--- src/rtl/uart_cfg.sv ---
// uart_cfg: runtime-configurable UART (5-8 data bits, none/even/odd parity,
// 1 or 2 stop bits) with first-word-fall-through TX and RX queues.
//
// Parameters
//   FIFO_W    address bits of each queue (depth 2**FIFO_W)
//   OVS       baud ticks per bit; even, >= 8
// Ports
//   clk, reset            system clock, asynchronous active-low reset
//   dvsr                  baud divisor, one tick every dvsr+1 clocks
//   cfg_dbits/par/stop2   frame format, latched by TX and RX at frame start
//   wr_uart, w_data       push a character into the TX queue
//   rd_uart               pop the RX queue head
//   clr_err               clear the sticky error flags
//   rx / tx               serial input (asynchronous) / serial output
//   tx_full, tx_idle      TX queue full / queue empty and transmitter idle
//   rx_empty, r_data      RX queue empty / head character (right-aligned)
//   r_perr, r_ferr        parity / framing error of the head character
//   err_ovr/par/frm       sticky overrun, parity, framing flags
//   tx_state, rx_state    current state of the TX and RX machines
//
// Handshake: wr_uart and rd_uart are single-cycle strobes. A write is taken
// only while tx_full is low and a read only while rx_empty is low; a strobe
// against a full or empty queue is dropped with no side effect.
module uart_cfg #(
    parameter int FIFO_W = 4,
    parameter int OVS    = 16
) (
    input  logic        clk,
    input  logic        reset,
    input  logic [20:0] dvsr,
    input  logic [1:0]  cfg_dbits,
    input  logic [1:0]  cfg_par,
    input  logic        cfg_stop2,
    input  logic        wr_uart,
    input  logic [7:0]  w_data,
    input  logic        rd_uart,
    input  logic        clr_err,
    input  logic        rx,
    output logic        tx,
    output logic        tx_full,
    output logic        tx_idle,
    output logic        rx_empty,
    output logic [7:0]  r_data,
    output logic        r_perr,
    output logic        r_ferr,
    output logic        err_ovr,
    output logic        err_par,
    output logic        err_frm,
    output logic [2:0]  tx_state,
    output logic [2:0]  rx_state
);
    localparam int DEPTH = 2 ** FIFO_W;
    localparam int CW    = $clog2(2 * OVS);
    localparam logic [CW-1:0] C_HALF = CW'(OVS / 2 - 1);
    localparam logic [CW-1:0] C_BIT  = CW'(OVS - 1);
    localparam logic [CW-1:0] C_TWO  = CW'(2 * OVS - 1);
    localparam logic [CW-1:0] C_ONE  = CW'(1);
    localparam logic [FIFO_W:0] P_ONE = (FIFO_W + 1)'(1);

    typedef enum logic [2:0] {S_IDLE, S_START, S_DATA, S_PAR, S_STOP} state_t;

    // Mask of the active data bits for a given dbits code.
    function automatic logic [7:0] dmask(input logic [1:0] d);
        return 8'hFF >> (2'd3 - d);
    endfunction

    // ---------------- baud generator and rx synchroniser ----------------
    logic [20:0] b_cnt;
    logic        tick;
    logic        rx_m, rx_s;

    assign tick = (b_cnt == dvsr);

    always_ff @(posedge clk or negedge reset) begin
        if (!reset) begin
            b_cnt <= '0;
            rx_m  <= 1'b1;
            rx_s  <= 1'b1;
        end else begin
            // >= keeps the counter bounded if dvsr shrinks below the count
            b_cnt <= (b_cnt >= dvsr) ? '0 : b_cnt + 21'd1;
            rx_m  <= rx;
            rx_s  <= rx_m;
        end
    end

    // ---------------- queues (first-word fall-through) ----------------
    // Pointers carry one extra bit so full and empty are distinguishable.
    logic [7:0]      tq_mem [DEPTH];
    logic [FIFO_W:0] tq_w, tq_r;
    logic            tq_empty, tx_done;
    logic [7:0]      tq_head;

    logic [9:0]      rq_mem [DEPTH];
    logic [FIFO_W:0] rq_w, rq_r;
    logic            rq_full, rx_push;
    logic [9:0]      rq_head, rx_wdata;

    assign tq_empty = (tq_w == tq_r);
    assign tx_full  = (tq_w[FIFO_W] != tq_r[FIFO_W]) && (tq_w[FIFO_W-1:0] == tq_r[FIFO_W-1:0]);
    assign tq_head  = tq_mem[tq_r[FIFO_W-1:0]];

    assign rx_empty = (rq_w == rq_r);
    assign rq_full  = (rq_w[FIFO_W] != rq_r[FIFO_W]) && (rq_w[FIFO_W-1:0] == rq_r[FIFO_W-1:0]);
    assign rq_head  = rq_mem[rq_r[FIFO_W-1:0]];

    always_ff @(posedge clk) begin
        if (wr_uart && !tx_full) tq_mem[tq_w[FIFO_W-1:0]] <= w_data;
        if (rx_push && !rq_full) rq_mem[rq_w[FIFO_W-1:0]] <= rx_wdata;
    end

    always_ff @(posedge clk or negedge reset) begin
        if (!reset) begin
            tq_w <= '0;
            tq_r <= '0;
            rq_w <= '0;
            rq_r <= '0;
        end else begin
            if (wr_uart && !tx_full)   tq_w <= tq_w + P_ONE;
            if (tx_done && !tq_empty)  tq_r <= tq_r + P_ONE;
            if (rx_push && !rq_full)   rq_w <= rq_w + P_ONE;
            if (rd_uart && !rx_empty)  rq_r <= rq_r + P_ONE;
        end
    end

    // Head contents are undefined while empty, so present zeros instead.
    assign r_data = rx_empty ? 8'h00 : rq_head[7:0];
    assign r_ferr = !rx_empty && rq_head[8];
    assign r_perr = !rx_empty && rq_head[9];

    // ---------------- transmitter ----------------
    state_t         tx_st;
    logic [CW-1:0]  tx_cnt;
    logic [2:0]     tx_n;
    logic [7:0]     tx_shift;
    logic [1:0]     tx_dbits;
    logic           tx_pbit, tx_pen, tx_stop2, tx_reg;

    assign tx       = tx_reg;
    assign tx_idle  = tq_empty && (tx_st == S_IDLE);
    assign tx_state = tx_st;

    always_ff @(posedge clk or negedge reset) begin
        if (!reset) begin
            tx_st    <= S_IDLE;
            tx_cnt   <= '0;
            tx_n     <= '0;
            tx_shift <= '0;
            tx_dbits <= '0;
            tx_pbit  <= 1'b0;
            tx_pen   <= 1'b0;
            tx_stop2 <= 1'b0;
            tx_reg   <= 1'b1;
            tx_done  <= 1'b0;
        end else begin
            tx_done <= 1'b0;
            case (tx_st)
                S_IDLE: begin
                    tx_reg <= 1'b1;
                    // tx_done still high means the pop has not landed yet;
                    // waiting one clock avoids resending the old head.
                    if (!tq_empty && !tx_done) begin
                        tx_shift <= tq_head;
                        tx_pbit  <= (^(tq_head & dmask(cfg_dbits))) ^ (cfg_par == 2'b10);
                        tx_dbits <= cfg_dbits;
                        tx_pen   <= ^cfg_par;
                        tx_stop2 <= cfg_stop2;
                        tx_cnt   <= '0;
                        tx_reg   <= 1'b0;
                        tx_st    <= S_START;
                    end
                end
                S_START: if (tick) begin
                    if (tx_cnt == C_BIT) begin
                        tx_cnt <= '0;
                        tx_n   <= '0;
                        tx_reg <= tx_shift[0];
                        tx_st  <= S_DATA;
                    end else tx_cnt <= tx_cnt + C_ONE;
                end
                S_DATA: if (tick) begin
                    if (tx_cnt == C_BIT) begin
                        tx_cnt   <= '0;
                        tx_shift <= tx_shift >> 1;
                        // last data bit index is dbits+4, i.e. {1, dbits}
                        if (tx_n == {1'b1, tx_dbits}) begin
                            tx_reg <= tx_pen ? tx_pbit : 1'b1;
                            tx_st  <= tx_pen ? S_PAR : S_STOP;
                        end else begin
                            tx_n   <= tx_n + 3'd1;
                            tx_reg <= tx_shift[1];
                        end
                    end else tx_cnt <= tx_cnt + C_ONE;
                end
                S_PAR: if (tick) begin
                    if (tx_cnt == C_BIT) begin
                        tx_cnt <= '0;
                        tx_reg <= 1'b1;
                        tx_st  <= S_STOP;
                    end else tx_cnt <= tx_cnt + C_ONE;
                end
                S_STOP: if (tick) begin
                    if (tx_cnt == (tx_stop2 ? C_TWO : C_BIT)) begin
                        tx_cnt  <= '0;
                        tx_done <= 1'b1;
                        tx_st   <= S_IDLE;
                    end else tx_cnt <= tx_cnt + C_ONE;
                end
                default: tx_st <= S_IDLE;
            endcase
        end
    end

    // ---------------- receiver ----------------
    state_t         rx_st;
    logic [CW-1:0]  rx_cnt;
    logic [2:0]     rx_n;
    logic [7:0]     rx_shift;
    logic [1:0]     rx_dbits;
    logic           rx_pen, rx_odd, rx_perr;

    assign rx_state = rx_st;

    always_ff @(posedge clk or negedge reset) begin
        if (!reset) begin
            rx_st    <= S_IDLE;
            rx_cnt   <= '0;
            rx_n     <= '0;
            rx_shift <= '0;
            rx_dbits <= '0;
            rx_pen   <= 1'b0;
            rx_odd   <= 1'b0;
            rx_perr  <= 1'b0;
            rx_push  <= 1'b0;
            rx_wdata <= '0;
        end else begin
            rx_push <= 1'b0;
            case (rx_st)
                S_IDLE: if (!rx_s) begin
                    rx_cnt   <= '0;
                    rx_n     <= '0;
                    rx_shift <= '0;
                    rx_perr  <= 1'b0;
                    rx_dbits <= cfg_dbits;
                    rx_pen   <= ^cfg_par;
                    rx_odd   <= (cfg_par == 2'b10);
                    rx_st    <= S_START;
                end
                S_START: if (tick) begin
                    if (rx_cnt == C_HALF) begin
                        rx_cnt <= '0;
                        rx_st  <= rx_s ? S_IDLE : S_DATA;
                    end else rx_cnt <= rx_cnt + C_ONE;
                end
                S_DATA: if (tick) begin
                    if (rx_cnt == C_BIT) begin
                        rx_cnt   <= '0;
                        rx_shift <= {rx_s, rx_shift[7:1]};
                        if (rx_n == {1'b1, rx_dbits}) rx_st <= rx_pen ? S_PAR : S_STOP;
                        else                          rx_n  <= rx_n + 3'd1;
                    end else rx_cnt <= rx_cnt + C_ONE;
                end
                S_PAR: if (tick) begin
                    if (rx_cnt == C_BIT) begin
                        rx_cnt  <= '0;
                        // unused low bits of rx_shift are zero, so ^ covers data only
                        rx_perr <= rx_s ^ (^rx_shift) ^ rx_odd;
                        rx_st   <= S_STOP;
                    end else rx_cnt <= rx_cnt + C_ONE;
                end
                S_STOP: if (tick) begin
                    if (rx_cnt == C_BIT) begin
                        rx_cnt   <= '0;
                        rx_push  <= 1'b1;
                        // short frames arrive in the top bits; right-align them
                        rx_wdata <= {rx_perr, !rx_s, rx_shift >> (2'd3 - rx_dbits)};
                        rx_st    <= S_IDLE;
                    end else rx_cnt <= rx_cnt + C_ONE;
                end
                default: rx_st <= S_IDLE;
            endcase
        end
    end

    // ---------------- sticky error flags ----------------
    // Set is written after clear so a same-clock event wins over clr_err.
    always_ff @(posedge clk or negedge reset) begin
        if (!reset) begin
            err_ovr <= 1'b0;
            err_par <= 1'b0;
            err_frm <= 1'b0;
        end else begin
            if (clr_err) begin
                err_ovr <= 1'b0;
                err_par <= 1'b0;
                err_frm <= 1'b0;
            end
            if (rx_push) begin
                if (rq_full)     err_ovr <= 1'b1;
                if (rx_wdata[9]) err_par <= 1'b1;
                if (rx_wdata[8]) err_frm <= 1'b1;
            end
        end
    end
endmodule
--- config.mk ---
export PLATFORM = sky130hd
export DESIGN_NAME = uart_cfg
export DESIGN_NICKNAME = d
export VERILOG_FILES = /design/src/rtl/uart_cfg.sv
export SDC_FILE = /design/constraint.sdc
export NUM_CORES = 1
export LEC_CHECK = 0
export ABC_CLOCK_PERIOD_IN_PS = 4540
export CAP_MARGIN = 15
export CORE_AREA = 2 2 207 290
export DETAILED_ROUTE_END_ITERATION = 8
export DIE_AREA = 0 0 209 292
export GPL_TIMING_DRIVEN = 1
export SYNTH_ARGS = -nofsm -noshare
export SYNTH_HDL_FRONTEND = slang
export SYNTH_SLANG_ARGS = --single-unit
--- constraint.sdc ---
create_clock -name clk -period 4.54 [get_ports clk]
set_input_delay 1.362 -clock clk [delete_from_list [all_inputs] [get_ports clk]]
set_output_delay 1.362 -clock clk [all_outputs]
set_load 0.005 [all_outputs]
==> results.sh, run 1 <==
export IMPL_wire_per_inst_um=18.0
export IMPL_cp_top_family="simple AND/OR/NAND/NOR gates"
export IMPL_fin_setup_tns_ns=0
export IMPL_crit_path_frequent_cell="nor4_1"
export IMPL_fin_ws_ns=0.141
export IMPL_slew_headroom_pct=39.5
export IMPL_synth_cells=1155
export IMPL_antenna_cells=0
export IMPL_areaGrowthSynthToFinish_pct=17.3
export IMPL_hp_class="flip-flop to flip-flop"
export IMPL_synth_warnings=0
export IMPL_post_route_period_util_pct=96.9
export IMPL_grt_max_degree=45
export IMPL_cts_resized=0
export IMPL_synth_compound_area_share_pct=4.43
export IMPL_cts_tree="yes"
export IMPL_synthArstFlopShare_pct=27.1
export IMPL_ys_seq_area_share_pct=65.3
export IMPL_clock_latency_ns=0.56
export IMPL_antenna_found_initial=0
export IMPL_avgViaCountPerCell=4.70
export IMPL_worstPathMaxFanout=9
export IMPL_yosys_area_share_adder_pct=2.96
export IMPL_wl_mm=36.5
export IMPL_synth_edf_count=288
export IMPL_critPathMaxStageDelay_ns=0.63
export IMPL_grt_pass1_vias=10100
export IMPL_grt_ovfl_total=0
export IMPL_fp_coreArea_um2=58500
export IMPL_dieWidth_um=209
export IMPL_ys_flop_type="edfxtp_1"
export IMPL_htree_levels=2
export IMPL_rsz0062_at_grt="no"
export IMPL_synth_top_cell_by_area="edfxtp_1"
export IMPL_status="completed"
export IMPL_p_leak_nw=7.04
export IMPL_fin_worst_skew_ns=0.0184
export IMPL_first_pass_iters=4
export IMPL_max_cap_viol_count=0
export IMPL_cp_required_ns=3.18
export IMPL_irDropWorstVdd_uv=338
export IMPL_fin_nets=1324
export IMPL_timing_rr_start="tq_r[0]"
export IMPL_hold_viol_final=0
export IMPL_end_kind="output pin"
export IMPL_gp_congestion=0.750
export IMPL_path_class="flip-flop to output pin"
export IMPL_die_area_um2=61000
export IMPL_ios=63
export IMPL_place_area_um2=18900
export IMPL_grt_pass1_wl_mm=57.6
export IMPL_cp_data_arrival_time_ns=3.04
export IMPL_post_route_min_period_ns=4.40
export IMPL_synth_top_family_by_area="multiplexers"
export IMPL_drt_iter0_markers=399
export IMPL_fmaxAchievable_mhz=227
export IMPL_grt_usage_pct=12.2
export IMPL_start_util_pct=29.7
export IMPL_ys_types=53
export IMPL_detail_route_antenna_nets=0
export IMPL_cts_hold_buf=0
export IMPL_powerDensity_nw_per_um2=424
export IMPL_yosysMostFrequentCell="edfxtp_1"
export IMPL_yosys_area_share_simple_pct=8.13
export IMPL_synthMuxAreaShare_pct=13.0
export IMPL_largest_reg_flops=160
export IMPL_clkTransAtPathRegs_ns=0.06
export IMPL_cts_max_path_buffers=3
export IMPL_cts_setup_buffers=0
export IMPL_cts_buffers_inserted=42
export IMPL_io_buffers=62
export IMPL_worst_slew_pin_slew_ns=0.904
export IMPL_ys_ff_latch=395
export IMPL_synth_nets=1236
export IMPL_drc=0
export IMPL_stdcell_area_um2=20400
export IMPL_cts_sink_count=395
export IMPL_num_rows=105
export IMPL_cp_startpoint="tq_w[3]"
export IMPL_synthTopCellsByCount="edfxtp_1, dfrtp_1, nand2_1"
export IMPL_setup_viol=0
export IMPL_cp_buffers_inverters=1
export IMPL_post_dp_hpwl_mm=24.7
export IMPL_yosys_top_cells_area="edfxtp_1, dfrtp_1, mux4_2"
export IMPL_place_ws_ns=0.443
export IMPL_drive_above_1_share_pct=15.5
export IMPL_cts_root_buf="clkbuf_16"
export IMPL_fp_dieH_um=292
export IMPL_syn_avg_cell_area_um2=15.0
export IMPL_path_cells="xor2_1 -> nor4_1 -> nand2_1 -> nor4_1 -> clkdlybuf4s50_1"
export IMPL_vias=9515
export IMPL_syn_cell_area_um2=17400
export IMPL_slowest_stage="clkdlybuf4s50_1"
export IMPL_synth_top_area_share_pct=49.8
export IMPL_hold_start="rx_m"
export IMPL_maxSlewViolCount=0
export IMPL_start_kind="flip-flop"
export IMPL_synth_xor_area_share_pct=3.38
==> metrics by stage <==
| stage | std cells | util (%) | power [mW] | hold WS, ns |
|---|---|---|---|---|
| 6_report | 2025 | 34.8 | 8.63 | 0.356 |
| 3_3_place_gp | 1947 | 32.4 | 5.26 | 0.349 |
| 2_1_floorplan | 1155 | - | 4.86 | 0.345 |
| 3_5_place_dp | 1947 | 32.4 | 5.29 | 0.348 |
| 4_1_cts | 2024 | 34.8 | 8.74 | 0.357 |
| 5_1_grt | 2025 | 34.8 | 8.98 | 0.368 |
==> placed cells by master, fill, tap and decap left out, drive strengths merged, types with 4 or more instances in the layout <==
cell	count
o22ai	6
mux2	15
xor2	22
clkbuf	51
or3	4
buf	33
mux4	84
edfxtp	288
o21ai	45
nor2b	18
clkdlybuf4s50	61
nor3	11
mux2i	17
clkinv	16
nand4	10
nand3	33
inv	63
xnor2	45
and2	26
nor2	69
a21oi	29
a31oi	4
a22oi	9
nand2	100
o21a	4
dfrtp	104
and3	11
ha	41
a21o	7
clkinvlp	5
bufinv	4
nor3b	5
==> power by group <==
| part | internal (mW) | leakage (nW) | switching [mW] |
|---|---|---|---|
| Combinational | 0.492 | 2.78 | 0.577 |
| Clock | 2.01 | 0.667 | 1.41 |
| Sequential | 4.03 | 3.59 | 0.110 |
| Total | 6.53 | 7.04 | 2.09 |
==> final timing paths <==
path,slack (ns),to,cells past startpoint
max,0.14,tx_idle,5
min,0.36,rx_s,0
max reg2reg,1.45,tx_pbit,9
min reg2reg,0.36,rx_s,0
max in group asynchronous,2.91,rx_m,2
min in group asynchronous,0.80,tx_state[2],1
==> layout make-up <==
class,instances,area (µm²)
clock buffers,50,1120
clock inverters,27,275
fillers,5566,38100
inverters,61,229
multi-input cells,648,5550
flip-flops and latches,395,11300
well taps,749,937
repair buffers,95,908
==> cells by family (layout without fill, tap and decap cells) <==
family	count (synthesis)	after routing
buffers and inverters	112	233
muxes	116	116
DFF	395	395
xor gates and xnor gates	67	67
AOI/OAI and AO/OA	125	125
adders and majority gates	41	41
and+or+nand+nor	299	299
==> layer usage <==
metal  global-route usage (%)  wire [µm]  vias up
li1                         -          -     4482
met1                     13.5      14300     4827
met2                     23.5      20300      150
met3                     1.90       1290       56
met4                     3.82        730        0
met5                        0          0        -
Note: power is estimated with default switching activity, not from simulation.
==> inputs of run 2 (changes only) <==
CTS_BUF_LIST = sky130_fd_sc_hd__clkbuf_8 sky130_fd_sc_hd__clkbuf_16   (was unset)
==> run 2 against run 1 <==
Count of clock-buffer cells in the layout is 5 lower. Largest power group unchanged. Via count hardly changed. Cell count stayed put. Critical path type unchanged. Hold slack stayed put.
==> results.sh, run 2 (synthesized netlist as in run 1, its figures left out) <==
export IMPL_rsz0062_at_grt="no"
export IMPL_dieWidth_um=209
export IMPL_powerDensity_nw_per_um2=424
export IMPL_gp_congestion=0.750
export IMPL_setup_viol=0
export IMPL_cts_root_buf="clkbuf_16"
export IMPL_place_area_um2=18900
export IMPL_worstPathMaxFanout=9
export IMPL_grt_ovfl_total=0
export IMPL_cts_sink_count=395
export IMPL_place_ws_ns=0.443
export IMPL_post_dp_hpwl_mm=24.7
export IMPL_fp_coreArea_um2=58500
export IMPL_cts_tree="yes"
export IMPL_fin_nets=1324
export IMPL_status="completed"
export IMPL_drt_iter0_markers=399
export IMPL_post_route_period_util_pct=97.3
export IMPL_first_pass_iters=6
export IMPL_fmaxAchievable_mhz=226
export IMPL_multiInputGateArea_um2=5550
export IMPL_fp_dieH_um=292
export IMPL_final_cell_mix="edfxtp_1, dfrtp_1, nand2_1, mux4_2, nor2_1"
export IMPL_ff_latch_area_um2=11300
export IMPL_drive_above_1_share_pct=15.5
export IMPL_fin_ws_ns=0.124
export IMPL_start_kind="flip-flop"
export IMPL_vias=9521
export IMPL_grt_max_degree=45
export IMPL_worstHoldPathCells=0
export IMPL_end_kind="output pin"
export IMPL_fin_setup_tns_ns=0
export IMPL_start_util_pct=29.7
export IMPL_cp_required_ns=3.18
export IMPL_antenna_cells=0
export IMPL_die_area_um2=61000
export IMPL_slowest_stage="clkdlybuf4s50_1"
export IMPL_max_cap_viol_count=0
export IMPL_cts_hold_buf=0
export IMPL_post_route_min_period_ns=4.42
export IMPL_critPathMaxStageDelay_ns=0.63
export IMPL_wl_mm=36.6
export IMPL_num_rows=105
export IMPL_areaGrowthSynthToFinish_pct=17.3
export IMPL_largest_reg_flops=160
export IMPL_crit_cells=5
export IMPL_irDropWorstVdd_uv=338
export IMPL_cts_setup_buffers=0
export IMPL_grt_usage_pct=12.2
export IMPL_grt_pass1_wl_mm=57.6
export IMPL_path_cells="xor2_1 -> nor4_1 -> nand2_1 -> nor4_1 -> clkdlybuf4s50_1"
export IMPL_ios=63
export IMPL_clkTransAtPathRegs_ns=0.06
export IMPL_n_fill_cell=5566
export IMPL_fin_worst_skew_ns=0.0171
export IMPL_avgViaCountPerCell=4.70
export IMPL_worst_slew_pin_slew_ns=0.911
export IMPL_crit_path_frequent_cell="nor4_1"
export IMPL_clock_latency_ns=0.56
export IMPL_layout_commonest_cell="edfxtp_1"
export IMPL_slew_headroom_pct=39.0
export IMPL_reg2regPathDepth=9
export IMPL_antenna_found_initial=0
export IMPL_io_buffers=62
export IMPL_cp_data_arrival_time_ns=3.05
export IMPL_drc=0
export IMPL_cp_buffers_inverters=1
export IMPL_p_leak_nw=7.06
export IMPL_wire_per_inst_um=18.1
export IMPL_cp_top_family="simple AND/OR/NAND/NOR gates"
export IMPL_cts_resized=0
export IMPL_detail_route_antenna_nets=0
export IMPL_cts_buffers_inserted=42
export IMPL_htree_levels=2
export IMPL_path_class="flip-flop to output pin"
export IMPL_hold_viol_final=0
export IMPL_cts_max_path_buffers=3
export IMPL_stdcell_area_um2=20400
export IMPL_hp_class="flip-flop to flip-flop"
export IMPL_maxSlewViolCount=0
export IMPL_grt_pass1_vias=10100
run 2: layout make-up:
type,count,area share [%]
Timing Repair Buffer,95,4.46
Tap cell,749,4.60
Clock inverter,32,1.44
Multi-Input combinational cell,648,27.3
Sequential cell,395,55.7
Inverter,61,1.12
Clock buffer,45,5.42
run 2: final timing paths:
| kind | start | end | slack, ns |
|---|---|---|---|
| max | tq_w[3] | tx_idle | 0.12 |
| min | rx_m | rx_s | 0.36 |
| max reg2reg | tq_r[0] | tx_pbit | 1.45 |
| min reg2reg | rx_m | rx_s | 0.36 |
| max in group asynchronous | reset | rx_m | 2.92 |
| min in group asynchronous | reset | tx_state[2] | 0.79 |
run 2: routing by layer:
layer | wire length (µm) | track usage [%]
met1 | 14400 | 13.5
met2 | 20200 | 23.5
met3 | 1220 | 1.90
met4 | 749 | 3.82
met5 | 0 | 0
run 2: worst reg2reg max path: stages, from the launching register on:
cell,delay [ns]
dfrtp_2,0.36
buf_4,0.53
mux4_1,0.75
a22o_1,0.24
a221oi_2,0.36
xor2_1,0.21
xnor2_1,0.15
xnor2_1,0.16
xnor2_1,0.13
a21oi_1,0.08
run 2: power breakdown:
part | switching, mW | internal [mW]
combinational | 0.578 | 0.492
sequential | 0.110 | 4.03
clock | 1.41 | 2.00
run 2: metrics by stage:
step                      power (mW)  utilization, %  hold WS, ns  cells
after floorplan                 4.86               -        0.345   1155
after global placement          5.26            32.4        0.349   1947
after detailed placement        5.29            32.4        0.348   1947
after CTS                       8.73            34.8        0.357   2024
after global routing            8.97            34.8        0.368   2025
final                           8.62            34.8        0.356   2025
==> inputs of run 3 (changes only) <==
==> constraint.sdc (replaced) <==
create_clock -name clk -period 4.54 [get_ports clk]
set_input_delay 0.908 -clock clk [delete_from_list [all_inputs] [get_ports clk]]
set_output_delay 0.908 -clock clk [all_outputs]
set_load 0.005 [all_outputs]
==> run 3 against run 2 <==
Register-to-register slack better by 0.04 ns. Cell count down 1.0%. Largest power group unchanged. Clock power down 4%. First-iteration DRC count up 16%. Flip-flop and latch count unchanged. Critical path type unchanged. Setup slack better by 0.47 ns. Count of clock-buffer cells in the layout down 2. Global-route usage down 0.17 points. Hold slack about the same. Via count down 0.17%.
==> results.sh, run 3 (synthesized netlist as in run 1, its figures left out) <==
export IMPL_status="completed"
export IMPL_timing_rr_start="tq_r[0]"
export IMPL_crit_path_frequent_cell="nor4_1"
export IMPL_worstHoldPathCells=0
export IMPL_rsz0062_at_grt="no"
export IMPL_io_buffers=62
export IMPL_place_ws_ns=0.511
export IMPL_utilization_pct=34.4
export IMPL_setup_viol=0
export IMPL_final_cell_mix="edfxtp_1, dfrtp_1, nand2_1, mux4_2, nor2_1"
export IMPL_detail_route_antenna_nets=0
export IMPL_start_kind="flip-flop"
export IMPL_cts_buffers_inserted=41
export IMPL_rrSetupSlack_ns=1.49
export IMPL_htree_levels=2
export IMPL_first_pass_iters=5
export IMPL_wire_per_inst_um=17.9
export IMPL_fin_setup_tns_ns=0
export IMPL_multiInputGateArea_um2=5570
export IMPL_max_cap_viol_count=0
export IMPL_grt_pass1_vias=9940
export IMPL_cts_hold_buf=0
export IMPL_fin_worst_skew_ns=0.0145
export IMPL_powerDensity_nw_per_um2=419
export IMPL_slowest_stage="dfrtp_1"
export IMPL_post_route_period_util_pct=87.0
export IMPL_reg2reg_to="tx_pbit"
export IMPL_cts_sink_count=395
export IMPL_hp_class="flip-flop to flip-flop"
export IMPL_areaGrowthSynthToFinish_pct=16.0
export IMPL_largest_reg_flops=160
export IMPL_num_rows=105
export IMPL_path_cells="xor2_1 -> nor4_1 -> nand2_1 -> nor4_1 -> clkdlybuf4s50_1"
export IMPL_grt_pass1_wl_mm=56.8
export IMPL_worstPathMaxFanout=11
export IMPL_clock_latency_ns=0.55
export IMPL_cts_max_path_buffers=3
export IMPL_irDropWorstVdd_uv=375
export IMPL_grt_max_degree=64
export IMPL_cts_resized=0
export IMPL_wl_mm=35.9
export IMPL_worstHoldEndpoint="rx_s"
export IMPL_p_leak_nw=6.94
export IMPL_place_area_um2=18800
export IMPL_antenna_found_initial=0
export IMPL_antenna_cells=0
export IMPL_n_fill_cell=5529
export IMPL_drc=0
export IMPL_ff_latch_area_um2=11300
export IMPL_fp_dieH_um=292
export IMPL_placed_cells=1932
export IMPL_path_class="flip-flop to output pin"
export IMPL_cts_tree="yes"
export IMPL_clkTransAtPathRegs_ns=0.06
export IMPL_cts_setup_buffers=0
export IMPL_dieWidth_um=209
export IMPL_avgViaCountPerCell=4.74
export IMPL_cp_required_ns=3.63
export IMPL_layout_commonest_cell="edfxtp_1"
export IMPL_drt_iter0_markers=461
export IMPL_maxSlewViolCount=0
export IMPL_critPathMaxStageDelay_ns=0.73
export IMPL_vias=9505
export IMPL_post_route_min_period_ns=3.95
export IMPL_stdcell_area_um2=20100
export IMPL_fp_coreArea_um2=58500
export IMPL_gp_congestion=0.748
export IMPL_fin_ws_ns=0.591
export IMPL_drive_above_1_share_pct=14.4
export IMPL_worst_slew_pin_slew_ns=0.992
export IMPL_end_kind="output pin"
export IMPL_grt_ovfl_total=0
export IMPL_post_dp_hpwl_mm=24.6
export IMPL_cp_data_arrival_time_ns=3.04
export IMPL_start_util_pct=29.7
export IMPL_stdcell_count=2004
export IMPL_fin_nets=1307
export IMPL_hold_start="rx_m"
export IMPL_ios=63
export IMPL_fmaxAchievable_mhz=253
export IMPL_cp_top_family="simple AND/OR/NAND/NOR gates"
export IMPL_cp_buffers_inverters=1
export IMPL_slew_headroom_pct=33.6
export IMPL_grt_usage_pct=12.0
export IMPL_hold_viol_final=0
export IMPL_cts_root_buf="clkbuf_16"
export IMPL_reg2regPathDepth=9
export IMPL_die_area_um2=61000
[run 3: final cells by class]
type | count | share of cell area, %
Clock buffer | 43 | 5.23
Clock inverter | 29 | 1.22
Inverter | 61 | 1.14
Multi-Input combinational cell | 648 | 27.7
Sequential cell | 395 | 56.3
Tap cell | 749 | 4.66
Timing Repair Buffer | 79 | 3.77
[run 3: stage by stage]
step,hold slack (ns),total power [mW]
global placement,0.347,5.23
detailed placement,0.349,5.24
finish,0.356,8.43
floorplan,0.345,4.86
CTS,0.358,8.56
global route,0.363,8.78
[run 3: worst max path at each step]
stage                     slack (ns)  cells past startpoint     endpoint      from
final                           0.59                      5      tx_idle   tq_r[3]
after global routing            0.42                      8       r_perr   rq_r[1]
after CTS                       0.54                      8       r_perr   rq_r[1]
after detailed placement        0.51                     10  rx_state[2]  dvsr[16]
after global placement          0.60                     10  rx_state[2]  dvsr[16]
after floorplan                 1.32                      5       r_ferr   rq_r[0]
[run 3: per-layer routing]
metal	part of all wire (%)	GRT usage (%)	vias to the layer above
met5	0	0	-
met4	2.2	3.45	0
met3	3.6	2.36	49
met2	55	22.8	165
met1	39	13.4	4837
li1	-	-	4454
[run 3: where the power goes]
group	internal, mW	leakage [nW]	switching (mW)
Clock	1.91	0.665	1.38
Sequential	4.03	3.59	0.0853
Combinational	0.446	2.69	0.577
